`src/rtl/seg7_scan_decoder.sv`:
```
// seg7_scan_decoder: reads back a scanned 4-digit active-low seven-segment bus into hex digits with error flags.
// Latency: a capture lands STABLE_CYCLES edges after the last input change; pulses are one cycle wide.
// No backpressure (input is sampled every cycle); optional watchdog enabled by defining SEG7_TIMEOUT_EN.
module seg7_scan_decoder #(
  parameter int unsigned STABLE_CYCLES  = 4,
  parameter int unsigned TIMEOUT_CYCLES = 1000000
) (
  input  logic        clk,
  input  logic        rst,
  input  logic [6:0]  seg,
  input  logic [3:0]  an,
  output logic [15:0] digits,
  output logic [3:0]  digit_valid,
  output logic        capture,
  output logic        frame_done,
  output logic        code_err,
  output logic        sel_err,
  output logic [7:0]  err_count,
  output logic        stale
);

  typedef enum logic [1:0] {IDLE, SETTLE, CAPTURED} state_t;

  localparam logic [7:0] STABLE_MAX  = 8'(STABLE_CYCLES);
  localparam logic [7:0] STABLE_LAST = 8'(STABLE_CYCLES - 1);

  if (STABLE_CYCLES < 1 || STABLE_CYCLES > 255) begin : g_bad_stable
    $error("seg7_scan_decoder: STABLE_CYCLES must be within 1..255");
  end
  if (TIMEOUT_CYCLES < 1) begin : g_bad_timeout
    $error("seg7_scan_decoder: TIMEOUT_CYCLES must be at least 1");
  end

  // Exact-match inverse of the hex glyph table: {legal, value}.
  function automatic logic [4:0] glyph_lookup(input logic [6:0] pat);
    logic [4:0] r;
    case (pat)
      7'h40:   r = {1'b1, 4'h0};
      7'h79:   r = {1'b1, 4'h1};
      7'h24:   r = {1'b1, 4'h2};
      7'h30:   r = {1'b1, 4'h3};
      7'h19:   r = {1'b1, 4'h4};
      7'h12:   r = {1'b1, 4'h5};
      7'h02:   r = {1'b1, 4'h6};
      7'h78:   r = {1'b1, 4'h7};
      7'h00:   r = {1'b1, 4'h8};
      7'h10:   r = {1'b1, 4'h9};
      7'h08:   r = {1'b1, 4'hA};
      7'h03:   r = {1'b1, 4'hB};
      7'h46:   r = {1'b1, 4'hC};
      7'h21:   r = {1'b1, 4'hD};
      7'h06:   r = {1'b1, 4'hE};
      7'h0E:   r = {1'b1, 4'hF};
      default: r = 5'b0_0000;
    endcase
    return r;
  endfunction

  logic [6:0] s_seg;
  logic [3:0] s_an;
  logic [7:0] stab_cnt;
  state_t     state;
  logic [3:0] seen;

  logic       same;
  logic       fire;
  logic [3:0] sel;
  logic       sel_one;
  logic       sel_multi;
  logic [4:0] glyph;
  logic       glyph_ok;
  logic [3:0] glyph_val;
  logic       blank;
  logic       accept;
  logic [3:0] seen_next;
  logic       wd_fire;

  always_comb begin
    same      = ({seg, an} == {s_seg, s_an});
    // The capture edge is the one on which the count would reach STABLE_CYCLES.
    fire      = (state == SETTLE) && same && (stab_cnt == STABLE_LAST);
    sel       = ~s_an;
    sel_one   = (sel != 4'h0) && ((sel & (sel - 4'd1)) == 4'h0);
    sel_multi = (sel != 4'h0) && !sel_one;
    glyph     = glyph_lookup(s_seg);
    glyph_ok  = glyph[4];
    glyph_val = glyph[3:0];
    blank     = (s_seg == 7'h7F);
    accept    = fire && sel_one && (glyph_ok || blank);
    seen_next = seen | sel;
  end

  always_ff @(posedge clk) begin
    if (rst) begin
      s_seg       <= 7'h7F;
      s_an        <= 4'hF;
      stab_cnt    <= 8'd0;
      state       <= IDLE;
      seen        <= 4'h0;
      digits      <= 16'h0000;
      digit_valid <= 4'h0;
      capture     <= 1'b0;
      frame_done  <= 1'b0;
      code_err    <= 1'b0;
      sel_err     <= 1'b0;
      err_count   <= 8'd0;
    end else begin
      s_seg      <= seg;
      s_an       <= an;
      capture    <= 1'b0;
      frame_done <= 1'b0;
      code_err   <= 1'b0;

      if (!same) begin
        stab_cnt <= 8'd0;
        state    <= SETTLE;
      end else begin
        if (stab_cnt != STABLE_MAX)
          stab_cnt <= stab_cnt + 8'd1;
        if (fire)
          state <= CAPTURED;
      end

      if (fire) begin
        if (sel_multi) begin
          sel_err <= 1'b1;
        end else if (sel_one && !glyph_ok && !blank) begin
          code_err <= 1'b1;
          if (err_count != 8'hFF)
            err_count <= err_count + 8'd1;
        end
      end

      if (accept) begin
        capture <= 1'b1;
        for (int i = 0; i < 4; i++) begin
          if (sel[i]) begin
            if (glyph_ok) begin
              digits[4*i +: 4] <= glyph_val;
              digit_valid[i]   <= 1'b1;
            end else begin
              digit_valid[i]   <= 1'b0;
            end
          end
        end
        if (seen_next == 4'hF) begin
          frame_done <= 1'b1;
          seen       <= 4'h0;
        end else begin
          seen       <= seen_next;
        end
      end else if (wd_fire) begin
        digit_valid <= 4'h0;
        seen        <= 4'h0;
      end
    end
  end

`ifdef SEG7_TIMEOUT_EN
  localparam logic [31:0] WD_LAST = 32'(TIMEOUT_CYCLES - 1);

  logic [31:0] wd_cnt;
  logic        stale_q;

  // A capture on the same edge as expiry wins; the counter parks once stale.
  assign wd_fire = !accept && !stale_q && (wd_cnt == WD_LAST);
  assign stale   = stale_q;

  always_ff @(posedge clk) begin
    if (rst) begin
      wd_cnt  <= 32'd0;
      stale_q <= 1'b0;
    end else if (accept) begin
      wd_cnt  <= 32'd0;
      stale_q <= 1'b0;
    end else if (!stale_q) begin
      wd_cnt  <= wd_cnt + 32'd1;
      if (wd_fire)
        stale_q <= 1'b1;
    end
  end
`else
  assign wd_fire = 1'b0;
  assign stale   = 1'b0;
`endif

endmodule

```
`config.mk`:
```
export PLATFORM = sky130hd
export DESIGN_NAME = seg7_scan_decoder
export DESIGN_NICKNAME = d
export VERILOG_FILES = /design/src/rtl/seg7_scan_decoder.sv
export SDC_FILE = /design/constraint.sdc
export NUM_CORES = 1
export LEC_CHECK = 0
export ABC_AREA = 1
export CORE_UTILIZATION = 42
export CTS_CLUSTER_DIAMETER = 150
export DETAILED_ROUTE_END_ITERATION = 7
export HOLD_SLACK_MARGIN = 0.05
export PLACE_DENSITY = 0.76
export REMOVE_ABC_BUFFERS = 1
export SETUP_SLACK_MARGIN = 0.2
export SKIP_LAST_GASP = 1
export SLEW_MARGIN = 20
export SYNTH_ARGS = -nofsm -noshare
export SYNTH_HDL_FRONTEND = slang
export SYNTH_SLANG_ARGS = --single-unit
export TNS_END_PERCENT = 30
```
`constraint.sdc`:
```
create_clock -name clk -period 2.3 [get_ports clk]
set_clock_uncertainty 0.2 [all_clocks]
set_input_delay 0.345 -clock clk [delete_from_list [all_inputs] [get_ports clk]]
set_output_delay 0.345 -clock clk [all_outputs]
set_load 0.01 [all_outputs]
```
==> results of run 1 <==
## through the flow
| stage | setup TNS [ns] | setup slack, ns | power (mW) | hold slack (ns) |
|---|---|---|---|---|
| after floorplan | 0 | 0.275 | 1.15 | 0.214 |
| after global placement | -1.72 | -0.133 | 1.23 | 0.233 |
| after detailed placement | -3.17 | -0.203 | 1.23 | 0.243 |
| after CTS | 0 | 0.202 | 2.04 | 0.255 |
| after global routing | 0 | 0.0921 | 2.16 | 0.0627 |
| final | 0 | 0.238 | 2.07 | 0.0563 |
## registers in the layout (all words and copies together) (netlist names)
name and flops:
digits 16, err_count 8, stab_cnt 8, s_seg 7, digit_valid 4, s_an 4
seen 4, state 2, capture 1, code_err 1, frame_done 1, sel_err 1
## worst max-delay path by stage
stage	start	end	slack, ns
floorplan	stab_cnt[0]	err_count[5]	0.27
global placement	seg[0]	err_count[7]	-0.13
detailed placement	seg[0]	digits[8]	-0.20
CTS	s_an[2]	digits[10]	0.20
global route	s_seg[1]	digits[10]	0.09
finish	s_seg[1]	digits[10]	0.24
## logic make-up after synthesis
logic type / share of synthesized area
compound gates: 0.0536
xor+xnor: 0.0252
other cells: 0.00120
simple gates: 0.447
fa+ha+maj: 0.0120
buf+inv: 0.0964
flops: 0.365
## final cells by class
cell class	instances	area, sq um
Clock buffer	9	124
Clock inverter	7	46.3
Fill cell	638	2900
Inverter	67	259
Multi-Input combinational cell	359	1920
Sequential cell	57	1180
Tap cell	99	124
Timing Repair Buffer	70	657
## power groups by stage
stage / registers, mW / logic, mW / clock network, mW
floorplan: 1.04 / 0.118 / 0
global placement: 1.04 / 0.187 / 0
detailed placement: 1.04 / 0.192 / 0
CTS: 1.02 / 0.194 / 0.827
global route: 1.02 / 0.265 / 0.877
finish: 1.02 / 0.244 / 0.810
## metal layers
layer,vias to the layer above,track usage
li1,1676,-
met1,1478,0.238
met2,85,0.355
met3,17,0.0709
met4,0,0.0616
met5,-,0
## cell usage in the layout (no fill, tap or decap), drive strengths merged, types with 2 or more instances in the layout
cell type | netlist | final
clkdlybuf4s50 | 0 | 40
clkinvlp | 0 | 3
or2 | 4 | 4
dfxtp | 57 | 57
nand2 | 148 | 148
nor2 | 100 | 100
xor2 | 3 | 3
nor3b | 2 | 2
clkbuf | 4 | 10
dlymetal6s2s | 0 | 4
ha | 3 | 3
xnor2 | 6 | 6
clkinv | 1 | 4
buf | 4 | 25
inv | 66 | 67
nor3 | 15 | 15
nand4 | 11 | 11
a21oi | 25 | 25
nand3 | 34 | 34
## repair_timing
action,in CTS,in global routing
cloned,0,1
setup buffers,3,11
resized for setup,12,88
setup endpoints to repair,28,38
pin swaps,3,27
==> results.yml, run 1 <==
drt:
  dr_total_vias: 3256
  drt-total-wl_um: 8010
  final_antenna_net_count: 0
  top_layer: "met4"
  wire_per_inst_um: 12.0
  met1_length_um: 3430
  drc: 0
  dr.first_iter.drc_count: 133
  dr_wl_met2_um: 4000
  viasPerCell: 4.87
  dr_wl_met3_um: 429
  first_pass_iters: 8
timing:
  setup_viol: 0
  drv_slew: 0
  fmax_mhz: 485
  hold_viol_final: 0
  rsz0062_at_grt: "true"
  fin_crit_sh: 0.896
  min_period_ns: 2.06
worst_hold_path:
  min_path_cells: 2
  min_path_type: "in2reg"
  worst_hold_path.endpoint: "s_an[3]"
  hold_path.startpoint: "an[3]"
cells_and_area:
  drive_above_1_share: 0.244
  antenna_cells: 0
  final_util: 0.597
  syn2layout_area_growth_pct: 37.7
  design_area_sq_um: 4310
  finalNonFillerCells: 668
  nets: 580
critical_path:
  worstSetupPathDepth: 12
  cp_top_family: "simple AND/OR/NAND/NOR gates"
  cp_data_required_time_ns: 2.34
  regToRegEndpoint: "digits[10]"
  crit_path_end_kind: "flop"
  crit_chain: "inv_4 > buf_4 > nand2_1 > nand2_1 > nor2_2 > nand2_1 > nor2_2 > nand4_1 > nor2_2 > nand3_1 > nand2_1 > a21oi_2"
  r2r_slack_ns: 0.24
  start_kind: "flop"
  path_class: "reg2reg"
  cpMostUsedCell: "nand2_1"
  path_buf_inv: 2
  rr_worst_depth: 12
  arrival_ns: 2.10
  cp_max_fo: 7
  cp_slowest_cell: "dfxtp_4"
  r2r-start: "s_seg[1]"
  cpPeakStageDelay_ns: 0.41
floorplanning:
  dieWidth_um: 88.3
  pin_count: 46
  core_area_sq_um: 7210
  num_rows: 31
  die_height_um: 88.3
  start_util: 0.434
  die_area_sq_um: 7800
clocking:
  cts.sinks: 57
  clockBufferDepth: 2
  cts_tree: "done"
  htree_levels: 3
  path_clk_slew_ns: 0.07
  clockRootBuffer: "clkbuf_8"
  clk_latency_ns: 0.35
  cts_hold_buf: 0
  cts_buffers: 9
global_route:
  grt_antenna_before_repair: 0
  grt_util_all_layers: 0.205
  grt_max_degree: 27
  grt_pass1_vias: 2783
  gr-total-overflow: 0
  grt_pass1_wl_um: 12200
synthesis:
  yosys_most_used_dff: "dfxtp_1"
  yosys_warnings: 0
  ys_top_cells_by_area: "dfxtp_1, nand2_1, nor2_1"
  synth_edf_count: 0
  synth_seq_cells: 57
  synth.top_cell.area_share: 0.365
  netlist_area_sq_um: 3130
  synthDistinctLibCells: 35
  synth_top_area_cell: "dfxtp_1"
  yosysMostFrequentCell: "nand2_1"
  syn-instance-count: 491
  netlist_top_cells_count: "nand2_1, nor2_1, inv_1"
  ys_seq_area_frac: 0.365
  avgSynthCellArea_sq_um: 6.37
  async_flop_share: 0
pwr:
  cellInternalPower_mw: 1.48
  p_sw_uw: 592
  power_frac_comb: 0.118
  sw_frac_of_total: 0.286
  p_clk_frac: 0.391
  seqPwrFrac: 0.491
  ir_worst_vdd_mv: 0.392
  p_per_area_nw_per_um2: 481
  leakage_nw: 1.87
place:
  port_buffers: 44
  dp.cells: 637
  place_congestion: 0.901
  place_area_sq_um: 3730
  place_hpwl_um: 5760
flow_run:
  drv_cap: 0
run_status:
  status: "complete, no violations"
Note: power is estimated with default switching activity, not from simulation.
==> inputs of run 2 (changes only) <==
--- a/config.mk
+++ b/config.mk
@@ -18,4 +18,4 @@
 export SYNTH_ARGS = -nofsm -noshare
 export SYNTH_HDL_FRONTEND = slang
 export SYNTH_SLANG_ARGS = --single-unit
-export TNS_END_PERCENT = 30
+export TNS_END_PERCENT = 50
==> run 2 against run 1 <==
Register-to-register slack about the same; critical path depth unchanged; fmax decreased by 0.69%; via count about the same; sequential share of layout area unchanged; count of clock-buffer cells in the layout unchanged; clock power about the same; sequential power about the same; wire length about the same; non-clock buffer count unchanged; total power about the same.
==> results.yml, run 2 (synthesis results as in run 1) <==
cells_and_area:
  largestRegisters: "digits (16), err_count (8), stab_cnt (8)"
  layout_commonest_cell: "nand2_1"
  antenna_cells: 0
  top_register: "digits"
  largest_register_ffs: 16
  drive_above_1_share: 0.244
  fillers: 638
  nets: 580
  layout_common_cells: "nand2_1, nor2_1, inv_1"
  multi_input_area_sq_um: 1920
  syn2layout_area_growth_pct: 37.7
  design_area_sq_um: 4310
  seq_area_sq_um: 1180
critical_path:
  cp_max_fo: 7
  cp_slowest_cell: "dfxtp_4"
  cp_data_required_time_ns: 2.34
  path_buf_inv: 2
  start_kind: "flop"
  path_class: "reg2reg"
  cp_top_family: "simple AND/OR/NAND/NOR gates"
  cpMostUsedCell: "nand2_1"
  cpPeakStageDelay_ns: 0.41
  crit_chain: "inv_4 > buf_4 > nand2_1 > nand2_1 > nor2_2 > nand2_1 > nor2_2 > nand4_1 > nor2_2 > nand3_1 > nand2_1 > a21oi_2"
  arrival_ns: 2.11
  crit_path_end_kind: "flop"
place:
  port_buffers: 44
  place_area_sq_um: 3730
  place_hpwl_um: 5760
  place_congestion: 0.901
worst_hold_path:
  min_path_type: "in2reg"
drt:
  wire_per_inst_um: 12.0
  viasPerCell: 4.88
  drt-total-wl_um: 8010
  final_antenna_net_count: 0
  dr_total_vias: 3258
  drc: 0
  dr.first_iter.drc_count: 136
  first_pass_iters: 7
floorplanning:
  start_util: 0.434
  dieWidth_um: 88.3
  die_area_sq_um: 7800
  core_area_sq_um: 7210
  num_rows: 31
  die_height_um: 88.3
  pin_count: 46
clocking:
  path_clk_slew_ns: 0.07
  cts_tree: "done"
  cts.sinks: 57
  clockRootBuffer: "clkbuf_8"
  cts_hold_buf: 0
  clockBufferDepth: 2
  htree_levels: 3
  cts_buffers: 9
  clk_latency_ns: 0.35
global_route:
  grt_pass1_vias: 2783
  grt_util_all_layers: 0.205
  gr-total-overflow: 0
  grt_max_degree: 27
  grt_antenna_before_repair: 0
  grt_pass1_wl_um: 12200
pwr:
  p_per_area_nw_per_um2: 480
  ir_worst_vdd_mv: 0.393
  leakage_nw: 1.88
timing:
  rsz0062_at_grt: "true"
  fin_crit_sh: 0.903
  drv_slew: 0
  whs_ns: 0.0583
  fmax_mhz: 482
  hold_viol_final: 0
  min_period_ns: 2.08
  setup_viol: 0
flow_run:
  drv_cap: 0
run_status:
  status: "complete, no violations"
## run 2: changes by cell type in the layout (fill, tap and decap cells not counted)
cell and delta:
clkbuf_4 -1, buf_4 +1
## run 2: per-stage QoR
stage	TNS (ns)	total power, mW	cells	setup WS [ns]	utilization
2_1_floorplan	0	1.15	483	0.275	-
3_3_place_gp	-1.72	1.23	637	-0.133	0.516
3_5_place_dp	-3.17	1.23	637	-0.203	0.516
4_1_cts	0	2.04	656	0.202	0.547
5_1_grt	0	2.16	668	0.0921	0.597
6_report	0	2.07	668	0.224	0.597
## run 2: metal layers
layer / vias up / routed length, um / track usage
met4: 0 / 112 / 0.0616
met1: 1477 / 3430 / 0.238
met2: 89 / 4010 / 0.355
met5: - / 0 / 0
li1: 1679 / - / -
met3: 13 / 452 / 0.0709
## run 2: area by class of cell
type,count,area share
Clock inverter,7,0.0107
Sequential cell,57,0.274
Inverter,67,0.0601
Timing Repair Buffer,70,0.152
Clock buffer,9,0.0287
Tap cell,99,0.0287
Multi-Input combinational cell,359,0.446
## run 2: path summary, 6_finish.rpt
kind	end	cells past startpoint	start	slack [ns]
hold reg to reg	seen[0]	2	seen[0]	0.25
hold / removal	s_an[2]	2	an[2]	0.06
setup reg to reg	digits[10]	12	s_seg[1]	0.22
setup / recovery	digits[10]	12	s_seg[1]	0.22
## run 2: report_power, final
group | internal (mW) | leakage [nW] | switching, mW
sequential | 0.994 | 0.465 | 0.0241
clock | 0.386 | 0.0814 | 0.422
combinational | 0.0989 | 1.33 | 0.144
total | 1.48 | 1.88 | 0.590
## run 2: what timing repair did
item,CTS,global route
setup endpoints to repair,28,38
cloned,0,1
setup buffers,3,11
pin swaps,3,27
resized for setup,12,89
